[src/rtl/serial_comp_fsm.sv]
// Bit-serial MSB-first unsigned magnitude comparator with registered results.
// Define SERIAL_COMP_EARLY_EXIT_EN to finish on the first differing bit instead of after WIDTH bits.
module serial_comp_fsm #(
    parameter int unsigned WIDTH = 8
) (
    input  logic             clk,
    input  logic             rst_n,
    input  logic             start,
    input  logic [WIDTH-1:0] a,
    input  logic [WIDTH-1:0] b,
    output logic             busy,
    output logic             done,
    output logic             aeb,
    output logic             agb,
    output logic             alb
);

    localparam int unsigned IdxW = (WIDTH > 1) ? $clog2(WIDTH) : 1;

    typedef enum logic [1:0] {StIdle, StShift, StDone} state_e;

    state_e           state_q;
    logic [WIDTH-1:0] a_q, b_q;
    logic [IdxW-1:0]  idx_q;
    logic             decided_q, gt_q;

    logic a_bit, b_bit, diff, decided_d, gt_d, last, finish;

    // Only the first differing bit may set the sticky decision; later bits are ignored.
    always_comb begin
        a_bit     = a_q[idx_q];
        b_bit     = b_q[idx_q];
        diff      = !decided_q && (a_bit != b_bit);
        decided_d = decided_q | diff;
        gt_d      = diff ? a_bit : gt_q;
        last      = (idx_q == '0);
`ifdef SERIAL_COMP_EARLY_EXIT_EN
        finish    = diff | last;
`else
        finish    = last;
`endif
    end

    always_ff @(posedge clk or negedge rst_n) begin
        if (!rst_n) begin
            state_q   <= StIdle;
            a_q       <= '0;
            b_q       <= '0;
            idx_q     <= '0;
            decided_q <= 1'b0;
            gt_q      <= 1'b0;
            busy      <= 1'b0;
            done      <= 1'b0;
            aeb       <= 1'b0;
            agb       <= 1'b0;
            alb       <= 1'b0;
        end else begin
            case (state_q)
                StIdle: begin
                    done <= 1'b0;
                    if (start) begin
                        a_q       <= a;
                        b_q       <= b;
                        idx_q     <= IdxW'(WIDTH - 1);
                        decided_q <= 1'b0;
                        gt_q      <= 1'b0;
                        aeb       <= 1'b0;
                        agb       <= 1'b0;
                        alb       <= 1'b0;
                        busy      <= 1'b1;
                        state_q   <= StShift;
                    end
                end
                StShift: begin
                    decided_q <= decided_d;
                    gt_q      <= gt_d;
                    if (finish) begin
                        aeb     <= !decided_d;
                        agb     <= decided_d & gt_d;
                        alb     <= decided_d & !gt_d;
                        busy    <= 1'b0;
                        done    <= 1'b1;
                        state_q <= StDone;
                    end else begin
                        idx_q <= idx_q - 1'b1;
                    end
                end
                StDone: begin
                    done    <= 1'b0;
                    state_q <= StIdle;
                end
                default: begin
                    busy    <= 1'b0;
                    done    <= 1'b0;
                    state_q <= StIdle;
                end
            endcase
        end
    end

endmodule
[config.mk]
export PLATFORM = sky130hd
export DESIGN_NAME = serial_comp_fsm
export DESIGN_NICKNAME = d
export VERILOG_FILES = /design/src/rtl/serial_comp_fsm.sv
export SDC_FILE = /design/constraint.sdc
export NUM_CORES = 1
export LEC_CHECK = 0
export BUFFER_PORTS_ARGS = -buffer_cell sky130_fd_sc_hd__buf_2
export CAP_MARGIN = 20
export CORE_MARGIN = 1.5
export CORE_UTILIZATION = 35
export CTS_CLUSTER_DIAMETER = 120
export DETAILED_ROUTE_END_ITERATION = 10
export PLACE_DENSITY = 0.56
export SYNTH_ARGS = -nofsm -noshare
export SYNTH_HDL_FRONTEND = slang
export SYNTH_SLANG_ARGS = --single-unit
[constraint.sdc]
create_clock -name clk -period 1.8 [get_ports clk]
set_clock_uncertainty 0.2 [all_clocks]
set_input_delay 0.18 -clock clk [delete_from_list [all_inputs] [get_ports clk]]
set_output_delay 0.18 -clock clk [all_outputs]
set_load 0.1 [all_outputs]
==> metrics.md <==
| Metric | Value |
|---|---|
| GRT met1 Usage | `17.8%` |
| Final Hold Fails | `0` |
| # setup viols final | `5` |
| Syn. warnings | `0` |
| Total track usage | `13.6%` |
| # clock sinks | `28` |
| Fmax | `0.528 GHz` |
| Cts bufs inserted | `3` |
| Final WS setup | `-0.0926 ns` |
| Violated checks | `negative setup slack` |
| Met2 Usage GRT | `23.2%` |
| Initial antenna violation count | `0` |
| Seq/Total Area, Yosys | `54.3%` |
| RSZ-0062 raised after global routing | `yes` |
| Clk buf depth | `2` |
| Gpl congestion | `0.802` |
| Worst vdd ir | `724 uV` |
| Syn avg cell area | `13.2 um2` |
| Syn nets | `119` |
| Die X | `63.7 um` |
| Final net count | `166` |
| Synth Cell Area | `1290 um2` |
| Max_slew headroom | `59.1%` |
| Inserted Diodes | `0` |
| WP buf/inv | `0` |
| Lkg Pwr | `0.000783 uW` |
| Fillers | `308` |
| Largest net degree at the start of global routing | `29` |
| Req. time, crit path | `1.77 ns` |
| DR WL/cell | `12.2 um` |
| Critical Path End Type | `flip-flop` |
| Worst Path Arrival | `1.86 ns` |
| Post-Route WL | `2310 um` |
| FF+latch area | `702 um2` |
| Ys flop type | `dfrtp_1` |
| Num ports | `24` |
| Final period util | `105%` |
| Vias in the first global route | `971` |
| Synth top area share | `54.3%` |
| HPWL after DPL | `1680 um` |
| Slowest stage delay, CP | `0.54 ns` |
| Area of the multi-input gates | `567 um2` |
| Clk slew on worst S/H paths | `0.09 ns` |
| Number of synthesized flops with an enable pin | `0` |
| Startpoint types | `flip-flop` |
| CP max stage cell | `mux4_2` |
| Top cells by area in the synthesized netlist | `dfrtp_1 54%, mux2_2 7.9%, mux2_1 7.0%` |
| Power density over the cells | `1840 nW/um2` |
| Drt first pass iters | `4` |
| Root Driver | `clkbuf_8` |
| CP Max Fanout | `5` |
| First-pass GRT wire length | `4350 um` |
| Hold_ws | `0.0174 ns` |
| Largest area contributor in the netlist | `dfrtp_1` |
| DR vias | `885` |
| Post-DRT Antenna Nets | `0` |
| Die H | `63.7 um` |
| Outcome | `finished, violations left` |
| Post-Syn Instances | `98` |
| Aggregate global routing overflow | `0` |
| Met3 Use GR | `2.14%` |
| Share of async-settable or async-resettable flops after synthesis | `100%` |
| DRT iter0 DRCs | `23` |
| Setup Total Neg Slack | `-0.303 ns` |
| Register bit total from synthesis | `28` |
| DRC | `0` |
| CTS tree | `built` |
| Core Area | `3440 um2` |
| Cell family with most CP delay | `multiplexers` |
| I/O Buffers | `23` |
| Die area | `4060 um2` |
| Tightest Pin Transition | `0.614 ns` |
| Minimum clock period | `1.89 ns` |
| Initial Utilization | `37.5%` |
| Critical path class | `reg2reg` |
| H-tree depth | `1` |
| Count of cell types in the netlist | `24` |
| Max_cap viols | `0` |
| Cell chain of the critical path | `mux4_2 > mux2i_4 > xnor2_2 > a32o_1` |
| Clk_lat worst skew | `0.27 ns` |
| Class of the worst hold path | `in2reg` |
| Site row count | `21` |
| Area Overhead vs Synth | `34.8%` |
| Vias per cell | `4.66` |
| Layout cells sized above 1 | `36.8%` |
| Top Usage Layer GRT | `met2` |
| Pins Over Slew Limit | `0` |
## cells in the final DEF, fill, tap and decap left out
master and n:
a32o_1 1, clkbuf_8 4, dlygate4sd3_1 17, o21ai_0 1, a21oi_1 7, xor2_1 1, nor2_2 1, buf_4 4
nor2b_4 1, nand2b_1 1, xnor2_2 1, inv_1 6, nand2_1 6, dfrtp_1 27, mux2_1 8, nor2_1 5
nand3_1 2, o21ai_1 5, o22ai_1 2, buf_12 1, dfrtp_2 1, mux2i_4 2, nor3b_2 2, mux4_2 4
ha_1 2, buf_2 23, mux2_2 9
## power breakdown
part	total (uW)	leakage [uW]	internal [uW]	switching (uW)
Clock	380	0.0000288	195	184
Combinational	1670	0.000420	761	907
Sequential	1160	0.000334	933	224
Total	3200	0.000783	1890	1310
## cell type report
| class | count | share of cell area, % |
|---|---|---|
| sequential | 28 | 40.4 |
| multi-input combinational | 61 | 32.6 |
| timing repair buffer | 45 | 19.3 |
| tap | 46 | 3.31 |
| clock buffer | 4 | 3.17 |
| inverter | 6 | 1.29 |
## state kept, by name, summed over array words and instances (netlist names), 2 cells and up
name     cells
b_q          8
a_q          8
idx_q        3
state_q      2
## final timing paths
check	cells past startpoint	slack, ns	startpoint	end
setup / recovery	4	-0.09	idx_q[0]	aeb
hold / removal	3	0.02	start	busy
setup reg to reg	4	-0.09	idx_q[0]	aeb
hold reg to reg	1	0.30	a_q[4]	a_q[4]
max in group asynchronous	2	0.71	rst_n	idx_q[0]
min in group asynchronous	2	0.25	rst_n	busy
## synthesized netlist by cell type (3+ instances only)
master    n
nand2_1   6
mux2_1    8
o21ai_0   3
mux2_2    9
inv_1     6
o21ai_1   3
a21oi_1   7
nor2_1    6
dfrtp_1  28
## stage by stage
step | util (%) | power, uW | cell area [um2] | setup WS, ns | instances
floorplan | - | 2400 | 1280 | -0.0105 | 98
global placement | 43.0 | 2680 | 1480 | -0.160 | 168
detailed placement | 43.0 | 2720 | 1480 | -0.205 | 168
CTS | 49.6 | 3130 | 1710 | -0.124 | 189
global route | 50.5 | 3460 | 1740 | -0.199 | 190
finish | 50.5 | 3200 | 1740 | -0.0926 | 190
## worst register-to-register path, cell delays in order, from the launching register on
cell,delay [ns]
dfrtp_2,0.44
mux4_2,0.54
mux2i_4,0.24
xnor2_2,0.12
a32o_1,0.25
## per-layer routing
| metal | vias to the layer above | part of all wire [%] | wire length (um) |
|---|---|---|---|
| li1 | 438 | - | - |
| met1 | 427 | 49 | 1120 |
| met2 | 18 | 48 | 1100 |
| met3 | 2 | 2.9 | 66 |
| met4 | 0 | 0.82 | 19 |
| met5 | - | 0 | 0 |
## kinds of logic (layout without fill, tap and decap cells)
family,count (synthesis),count (layout),share of synthesized area (%)
and+or+nand+nor,18,18,6.40
buffers and inverters,9,55,3.30
DFF,28,28,54.3
muxes,23,23,25.9
AOI/OAI and AO/OA,16,16,6.79
xor gates and xnor gates,2,2,1.36
adders and majority gates,2,2,1.94
## repair_timing
item / CTS / global route
pin swaps: 0 / 1
buffers inserted: 0 / 1
endpoints found under the setup margin: 5 / 9
hold buffers: 17 / 0
hold endpoints to repair: 44 / 0
gates resized for setup: 1 / 7
No activity file was read; power rests on OpenSTA's default activity.
